[src/rtl/fib_scan_pkg.sv]
// Shared types and constants for the Fibonacci range scanner.
// FIB_MASK is the golden recogniser hit set over all 4-bit values.
package fib_scan_pkg;

    localparam int NUM_W  = 4;
    localparam int MASK_W = 16;

    localparam logic [MASK_W-1:0] FIB_MASK = 16'h0737;

    typedef enum logic [1:0] {
        IDLE,
        SCAN,
        DRAIN,
        DONE
    } state_t;

    function automatic logic [MASK_W-1:0] onehot(input logic [NUM_W-1:0] v);
        return MASK_W'(1) << v;
    endfunction

endpackage

[src/rtl/fib_detect.sv]
// Combinational recogniser for the 4-bit hit set {0,1,2,4,5,8,9,10}.
module fib_detect
    import fib_scan_pkg::*;
(
    input  logic [NUM_W-1:0] n,
    output logic             out
);

    assign out = (~n[0] & ~n[2])
               | (~n[1] & ~n[2])
               | (~n[1] & ~n[3]);

endmodule

[src/rtl/fib_scan_ctrl.sv]
// Sweeps lo..hi (mod 16) through fib_detect, collecting a hit mask and count.
// Define FIB_PIPE_EN to register the recogniser output (adds a DRAIN state).
module fib_scan_ctrl
    import fib_scan_pkg::*;
#(
    parameter int CNT_W = 5
) (
    input  logic              clk,
    input  logic              reset,
    input  logic              start,
    input  logic [NUM_W-1:0]  lo,
    input  logic [NUM_W-1:0]  hi,
    output logic              busy,
    output logic              done,
    output logic [NUM_W-1:0]  number,
    output logic              hit,
    output logic [MASK_W-1:0] hit_mask,
    output logic [CNT_W-1:0]  hit_count
);

    state_t           state;
    state_t           state_n;
    logic [NUM_W-1:0] hi_q;
    logic             det;
    logic             load;
    logic             step;
    logic             last;
    logic             acc_en;
    logic             acc_hit;
    logic [NUM_W-1:0] acc_val;

    fib_detect u_detect (
        .n   (number),
        .out (det)
    );

    assign last = (number == hi_q);

`ifdef FIB_PIPE_EN
    logic             pipe_vld;
    logic             pipe_hit;
    logic [NUM_W-1:0] pipe_val;

    // Each SCAN cycle's result is accounted one cycle later.
    always_ff @(posedge clk or posedge reset) begin
        if (reset) begin
            pipe_vld <= 1'b0;
            pipe_hit <= 1'b0;
            pipe_val <= '0;
        end else begin
            pipe_vld <= (state == SCAN);
            pipe_hit <= det;
            pipe_val <= number;
        end
    end

    assign acc_en  = pipe_vld;
    assign acc_hit = pipe_hit;
    assign acc_val = pipe_val;
`else
    assign acc_en  = (state == SCAN);
    assign acc_hit = det;
    assign acc_val = number;
`endif

    assign hit = acc_en & acc_hit;

    always_ff @(posedge clk or posedge reset) begin
        if (reset) begin
            state <= IDLE;
        end else begin
            state <= state_n;
        end
    end

    always_comb begin
        state_n = state;
        load    = 1'b0;
        step    = 1'b0;
        busy    = 1'b0;
        done    = 1'b0;
        unique case (state)
            IDLE: begin
                if (start) begin
                    load    = 1'b1;
                    state_n = SCAN;
                end
            end
            SCAN: begin
                busy = 1'b1;
                if (last) begin
`ifdef FIB_PIPE_EN
                    state_n = DRAIN;
`else
                    state_n = DONE;
`endif
                end else begin
                    step = 1'b1;
                end
            end
            DRAIN: begin
                busy    = 1'b1;
                state_n = DONE;
            end
            DONE: begin
                done    = 1'b1;
                state_n = IDLE;
            end
            default: begin
                state_n = IDLE;
            end
        endcase
    end

    always_ff @(posedge clk or posedge reset) begin
        if (reset) begin
            number    <= '0;
            hi_q      <= '0;
            hit_mask  <= '0;
            hit_count <= '0;
        end else if (load) begin
            number    <= lo;
            hi_q      <= hi;
            hit_mask  <= '0;
            hit_count <= '0;
        end else begin
            if (step) begin
                number <= number + NUM_W'(1);
            end
            if (hit) begin
                hit_mask  <= hit_mask | onehot(acc_val);
                hit_count <= hit_count + CNT_W'(1);
            end
        end
    end

endmodule
[config.mk]
export PLATFORM = sky130hd
export DESIGN_NAME = fib_scan_ctrl
export DESIGN_NICKNAME = d
export VERILOG_FILES = /design/src/rtl/fib_scan_pkg.sv /design/src/rtl/fib_detect.sv /design/src/rtl/fib_scan_ctrl.sv
export SDC_FILE = /design/constraint.sdc
export NUM_CORES = 1
export LEC_CHECK = 0
export CAP_MARGIN = 15
export CORE_MARGIN = 2
export CORE_UTILIZATION = 40
export CTS_CLUSTER_DIAMETER = 40
export DETAILED_ROUTE_END_ITERATION = 16
export PLACE_DENSITY = 0.69
export SKIP_CTS_REPAIR_TIMING = 1
export SLEW_MARGIN = 20
export SYNTH_ARGS = -nofsm -noshare
export SYNTH_HDL_FRONTEND = slang
export SYNTH_HIERARCHICAL = 1
export SYNTH_SLANG_ARGS = --single-unit
[constraint.sdc]
create_clock -name clk -period 2.19 [get_ports clk]
set_clock_uncertainty 0.15 [all_clocks]
set_input_delay 0.438 -clock clk [delete_from_list [all_inputs] [get_ports clk]]
set_output_delay 0.438 -clock clk [all_outputs]
set_load 0.01 [all_outputs]
# Word-level counts from Yosys, hierarchy flattened
# Index checks and enable logic that the tools add are counted.
[totals]
latchBits = 0
elab_cells = 45
mem_bits_ro = 0
out_inout_bits = 28
memories = 0
register_bits = 31
ramBits = 0
[op_classes]
n_mul = 0
n_eq_ne = 6
bitwise = 11
mux = 15
magnitude_cmp = 0
n_reduce_logical = 5
shifts = 1
addsub = 2
div_mod_pow = 0
[ops]
columns = ["operator", "n"]
rows = [
  ["two-way mux 16 bit", 2],
  ["bitwise OR 16 bit", 1],
  ["left shift 1 x 4 -> 16 bit, first input constant", 1],
  ["two-way mux 5 bit", 2],
  ["two-way mux 4 bit", 2],
  ["case mux 2 bit (4 select lines)", 1],
  ["two-way mux 1 bit", 6],
  ["adder 5 x 1 -> 5 bit, second input constant", 1],
  ["adder 4 x 1 -> 4 bit, second input constant", 1],
  ["bitwise AND 1 bit", 4],
  ["equality test 2 bit, second input constant", 2],
  ["equality test 4 bit", 1],
  ["two-way mux 2 bit", 2],
  ["!= test 2 bit, second input constant", 2],
  ["inverter 1 bit", 4],
  ["nonzero test 2 bit", 2],
  ["equality test 2 x 1 -> 1 bit, second input constant", 1],
  ["zero test 2 bit", 1],
  ["bitwise OR 1 bit", 2],
  ["AND reduction 2 bit", 1],
  ["OR reduction 2 bit", 1],
]

# Depth between registers and ports, before layout
[logic_depth]
ltp_word = 7
depth_mapped = 7
depth_no_buf = 7

# By module
# Netlist, hierarchy kept.
[by_module_without_submodules]
columns = ["mod", "cells_each", "instances", "seq_area_each_um2", "area_each_um2"]
rows = [
  ["fib_scan_ctrl", 143, 1, 775.7, 1465.2],
  ["fib_detect", 2, 1, 0.0, 12.5],
]

# Least setup slack after synthesis
# OpenSTA, ideal clock, no wires.
[synth_timing]
path_kind = "register to register"
startpoint = "reg number[2]"
endpoint = "reg state[1]"
slack_ns = 0.233
required_ns = 1.915
synth_period_minus_slack_ns = 1.957
t_arrival_ns = 1.682
stages_incl_launch_ff = 6
cell_sequence = "dfrtp_1 buf_6 xor2_2 o41ai_4 o21ai_2 mux2_4"
[synth_between]
elab_chain_cells = 3
[synth_rtl]
columns = ["element", "line", "source"]
rows = [
  ["from (decl)", "fib_scan_ctrl.sv:15", "output logic [NUM_W-1:0] number,"],
  ["from (signal assigned)", "fib_scan_ctrl.sv:122", "number <= lo;"],
  ["from (signal assigned)", "fib_scan_ctrl.sv:128", "number <= number + NUM_W'(1);"],
  ["equality test 4 bit", "fib_scan_ctrl.sv:37", "assign last = (number == hi_q);"],
  ["!= test 2 bit (no line)", "-", ""],
  ["AND reduction 2 bit (no line)", "-", ""],
  ["to (signal assigned)", "fib_scan_ctrl.sv:72", "state <= state_n;"],
  ["to (decl)", "fib_scan_ctrl.sv:21", "state_t state;"],
]
# Every way passes these cells.
# A chain may end at the register's enable or synchronous reset.

# Worst setup path in the final report
[layout_timing]
startpoint = "reg state[0]"
endpoint = "out done"
[layout_between]
elab_chain_cells = 2
[layout_rtl]
columns = ["element", "line", "source"]
rows = [
  ["equality test 2 bit", "fib_scan_ctrl.sv:82", "unique case (state)"],
  ["two-way mux 1 bit", "fib_scan_ctrl.sv:82", ""],
  ["to (decl)", "fib_scan_ctrl.sv:14", "output logic done,"],
]
# Every way passes these cells.

==> metrics.txt <==
# TYPE chip_impl_metric gauge
chip_impl_metric{name="drt-total-wl",unit="µm"} 3306
chip_impl_metric{name="synth_seq_area_share",unit="%"} 52.50
chip_impl_info{name="setup.worst_path.class",value="reg -> out"} 1
chip_impl_metric{name="dr_total_vias",unit=""} 1193
chip_impl_metric{name="num_antenna_cells",unit=""} 0
chip_impl_metric{name="core",unit="µm²"} 3606
chip_impl_metric{name="yosys_warnings",unit=""} 6
chip_impl_metric{name="syn-instance-count",unit=""} 145
chip_impl_metric{name="drt.antenna.violating_nets",unit=""} 0
chip_impl_metric{name="finalHoldViolations",unit=""} 0
chip_impl_metric{name="synth_top_area_share",unit="%"} 52.50
chip_impl_metric{name="total_power",unit="µW"} 3201
chip_impl_metric{name="worst-slew-pin-transition",unit="ns"} 0.4073
chip_impl_info{name="post_synth_main_area_contributors",value="sky130_fd_sc_hd__dfrtp_1 52%, sky130_fd_sc_hd__ha_1 9.3%, sky130_fd_sc_hd__nor2_1 5.8%"} 1
chip_impl_metric{name="path_buf_inv",unit=""} 2
chip_impl_info{name="path_cells",value="buf_4, ha_1, clkdlybuf4s50_1"} 1
chip_impl_metric{name="final_cell_area",unit="µm²"} 2091
chip_impl_info{name="outcome",value="completed"} 1
chip_impl_metric{name="synth.mux.area_fraction",unit="%"} 3.133
chip_impl_metric{name="placed_cells",unit=""} 236
chip_impl_metric{name="die_y",unit="µm"} 64.78
chip_impl_info{name="tritoncts_clock_tree",value="yes"} 1
chip_impl_metric{name="avgViaCountPerCell",unit=""} 4.850
chip_impl_metric{name="grt_util_all_layers",unit="%"} 17.92
chip_impl_metric{name="cts_buffer_depth",unit=""} 2
chip_impl_metric{name="finish.utilization",unit="%"} 57.98
chip_impl_metric{name="dpl_cell_area",unit="µm²"} 1967
chip_impl_metric{name="period_share",unit="%"} 94.98
chip_impl_metric{name="peakVddDrop",unit="V"} 0.0008005
chip_impl_info{name="synth_top_family_by_area",value="simple AND/OR/NAND/NOR gates"} 1
chip_impl_metric{name="io_buffers",unit=""} 38
chip_impl_metric{name="synthesis.area_per_instance",unit="µm²"} 10.19
chip_impl_info{name="cp_slowest_cell",value="sky130_fd_sc_hd__clkdlybuf4s50_1"} 1
chip_impl_metric{name="simple_gate_share_of_the_synthesized_area",unit="%"} 14.31
chip_impl_metric{name="cts.reportedPaths.clkPinSlew",unit="ns"} 0.06
chip_impl_metric{name="clock_sink_count",unit=""} 31
chip_impl_metric{name="async_reset_ff_share",unit="%"} 100.0
chip_impl_info{name="synthDominantAreaCellType",value="sky130_fd_sc_hd__dfrtp_1"} 1
chip_impl_metric{name="leakagePower",unit="µW"} 0.001031
chip_impl_metric{name="dieWidth",unit="µm"} 64.78
chip_impl_metric{name="synth.lib_cells_used.distinct",unit=""} 27
chip_impl_metric{name="timing_max_transition_violations_final",unit=""} 0
chip_impl_metric{name="drt_iter0_drc",unit=""} 97
chip_impl_metric{name="maxSlewHeadroom",unit="%"} 72.85
chip_impl_metric{name="max-cap-violations",unit=""} 0
chip_impl_metric{name="largest_net_degree_at_the_start_of_global_routing",unit=""} 32
chip_impl_metric{name="drcViolationCount",unit=""} 0
chip_impl_metric{name="fin_tns_setup",unit="ns"} 0
chip_impl_metric{name="ios",unit=""} 39
chip_impl_info{name="synth_flop_cell",value="sky130_fd_sc_hd__dfrtp_1"} 1
chip_impl_metric{name="drt_pass1_iterations",unit=""} 4
chip_impl_metric{name="antenna_violations_before_repair",unit=""} 0
chip_impl_metric{name="synth-xor-area-share",unit="%"} 5.843
chip_impl_info{name="grt_setup_unrepaired",value="false"} 1
chip_impl_metric{name="count_of_non_filler_cells_in_the_finished_layout",unit=""} 246
chip_impl_metric{name="area_growth",unit="%"} 41.49
chip_impl_metric{name="die_area",unit="µm²"} 4196
chip_impl_info{name="cts_root_buffer",value="sky130_fd_sc_hd__clkbuf_8"} 1
chip_impl_metric{name="grt_pass1_vias",unit=""} 1291
chip_impl_info{name="final_common_cell",value="sky130_fd_sc_hd__clkdlybuf4s50_1"} 1
chip_impl_metric{name="setup_violations_final",unit=""} 0
chip_impl_metric{name="cp_data_required_time",unit="ns"} 1.60
chip_impl_metric{name="synth_compound_gate_area_share",unit="%"} 11.09
chip_impl_metric{name="finalCriticalPeriod",unit="ns"} 2.080
chip_impl_metric{name="dp.final_hpwl",unit="µm"} 2408
chip_impl_metric{name="layout-drive-gt1-share",unit="%"} 13.64
chip_impl_metric{name="nNetsFinal",unit=""} 219
chip_impl_info{name="end_kind",value="output pin"} 1
chip_impl_metric{name="mappedNetlistNets",unit=""} 167
chip_impl_metric{name="grt_pass1_wl",unit="µm"} 5733
chip_impl_metric{name="initial_utilization",unit="%"} 40.98
chip_impl_info{name="hold_path_class",value="reg -> reg"} 1
chip_impl_info{name="crit_path_start_kind",value="register"} 1
chip_impl_metric{name="cp_data_arrival_time",unit="ns"} 1.49
chip_impl_metric{name="synthesized_cell_area",unit="µm²"} 1478
chip_impl_metric{name="timing.critical_path.fanout_max",unit=""} 3
chip_impl_metric{name="ctsHtreeMaxLevel",unit=""} 2
chip_impl_metric{name="synth_enable_flop_cells",unit=""} 0
chip_impl_metric{name="gp_congestion",unit=""} 0.8746
chip_impl_info{name="commonest_cells_after_routing_fill_and_taps_aside",value="36 x sky130_fd_sc_hd__clkdlybuf4s50_1, 30 x sky130_fd_sc_hd__dfrtp_1, 23 x sky130_fd_sc_hd__nor2_1, 19 x sky130_fd_sc_hd__nand2_1, 15 x sky130_fd_sc_hd__a21oi_1"} 1
chip_impl_metric{name="crit_path_max_incr_delay",unit="ns"} 0.47
chip_impl_metric{name="gr-total-overflow",unit=""} 0
chip_impl_metric{name="adder_cell_fraction_of_synth_area",unit="%"} 9.314
chip_impl_metric{name="clk-insertion-delay-late",unit="ns"} 0.27
chip_impl_info{name="critical_path.top_delay_family",value="buffers and inverters"} 1
chip_impl_metric{name="ys_seq_elements",unit=""} 31
chip_impl_metric{name="p_per_area",unit="nW/µm²"} 1531
chip_impl_metric{name="num_rows",unit=""} 22
chip_impl_metric{name="wire_per_inst",unit="µm"} 13.44
chip_impl_metric{name="fmax",unit="MHz"} 480.8
chip_impl_metric{name="cts-buffers-inserted",unit=""} 5
==> report_power, final <==
group          internal, µW  leakage, µW  switching, µW
Sequential              821     0.000400            188
Clock                   286    0.0000515            193
Combinational           886     0.000580            827
Total                  1990      0.00103           1210
==> final timing paths <==
kind                                          start                       end  slack (ns)  cells past startpoint
min reg2reg                hit_mask[12]$_DFFE_PP0P_  hit_mask[12]$_DFFE_PP0P_        0.34                      2
max in group asynchronous                     reset     number[1]$_DFFE_PP0P_        1.19                      3
min                        hit_mask[12]$_DFFE_PP0P_  hit_mask[12]$_DFFE_PP0P_        0.34                      2
max                            state[0]$_DFFE_PP0P_                      done        0.11                      3
min in group asynchronous                     reset  hit_count[2]$_DFFE_PP0P_        0.39                      3
max reg2reg                   number[3]$_DFFE_PP0P_     number[1]$_DFFE_PP0P_        0.26                      6
==> cells by family after synthesis <==
logic type               Yosys count
adder cells (fa/ha/maj)           11
multiplexers                       4
AND/OR/NAND/NOR                   51
XOR/XNOR                           9
AO/OA/AOI/OAI                     26
buffers and inverters             13
flip-flops                        31
==> stage by stage <==
step / hold WS [ns] / setup WS (ns)
2_1_floorplan: 0.3152 / 0.2332
3_3_place_gp: 0.3276 / 0.2059
3_5_place_dp: 0.3366 / 0.1354
4_1_cts: 0.3500 / -0.1685
5_1_grt: 0.3740 / 0.05101
6_report: 0.3444 / 0.1099
==> Yosys cell counts (2+ instances only) <==
cell	instances
sky130_fd_sc_hd__clkbuf_1	3
sky130_fd_sc_hd__a31oi_1	4
sky130_fd_sc_hd__xor2_1	6
sky130_fd_sc_hd__o21ai_0	2
sky130_fd_sc_hd__nand2_1	19
sky130_fd_sc_hd__nand4_1	2
sky130_fd_sc_hd__dfrtp_1	31
sky130_fd_sc_hd__o21ai_1	2
sky130_fd_sc_hd__nor2_1	23
sky130_fd_sc_hd__a21oi_1	15
sky130_fd_sc_hd__inv_1	8
sky130_fd_sc_hd__xnor2_1	2
sky130_fd_sc_hd__and2_1	2
sky130_fd_sc_hd__ha_1	11
sky130_fd_sc_hd__mux2i_1	2
sky130_fd_sc_hd__nor3_1	2
==> layer usage <==
metal	vias up	GRT usage, %	wire [µm]	share of wire [%]
met1	573	20.58	1376	42
met4	0	7.979	81	2.5
li1	580	-	-	-
met2	32	31.96	1715	52
met3	8	3.646	133	4.0
met5	-	0	0	0
==> cell type report <==
class / count / area [µm²]
tap: 48 / 60.06
clock buffer: 8 / 100.1
multi-input combinational: 101 / 648.1
inverter: 8 / 30.03
sequential: 31 / 777.0
timing repair buffer: 50 / 475.5
fill: 326 / 1515
==> flip-flops by register name, indices dropped and copies added (netlist names) <==
signal     cells
hit_mask      16
hit_count      5
hi_q           4
number         4
state          2
==> worst reg2reg max path, cell delays in order, from the launching register on <==
cell	delay (ns)
sky130_fd_sc_hd__dfrtp_1	0.42
sky130_fd_sc_hd__buf_4	0.17
sky130_fd_sc_hd__xor2_1	0.16
sky130_fd_sc_hd__o41ai_4	0.41
sky130_fd_sc_hd__buf_4	0.20
sky130_fd_sc_hd__mux2i_1	0.20
sky130_fd_sc_hd__a21oi_1	0.09
(Power assumes the default switching activity.)
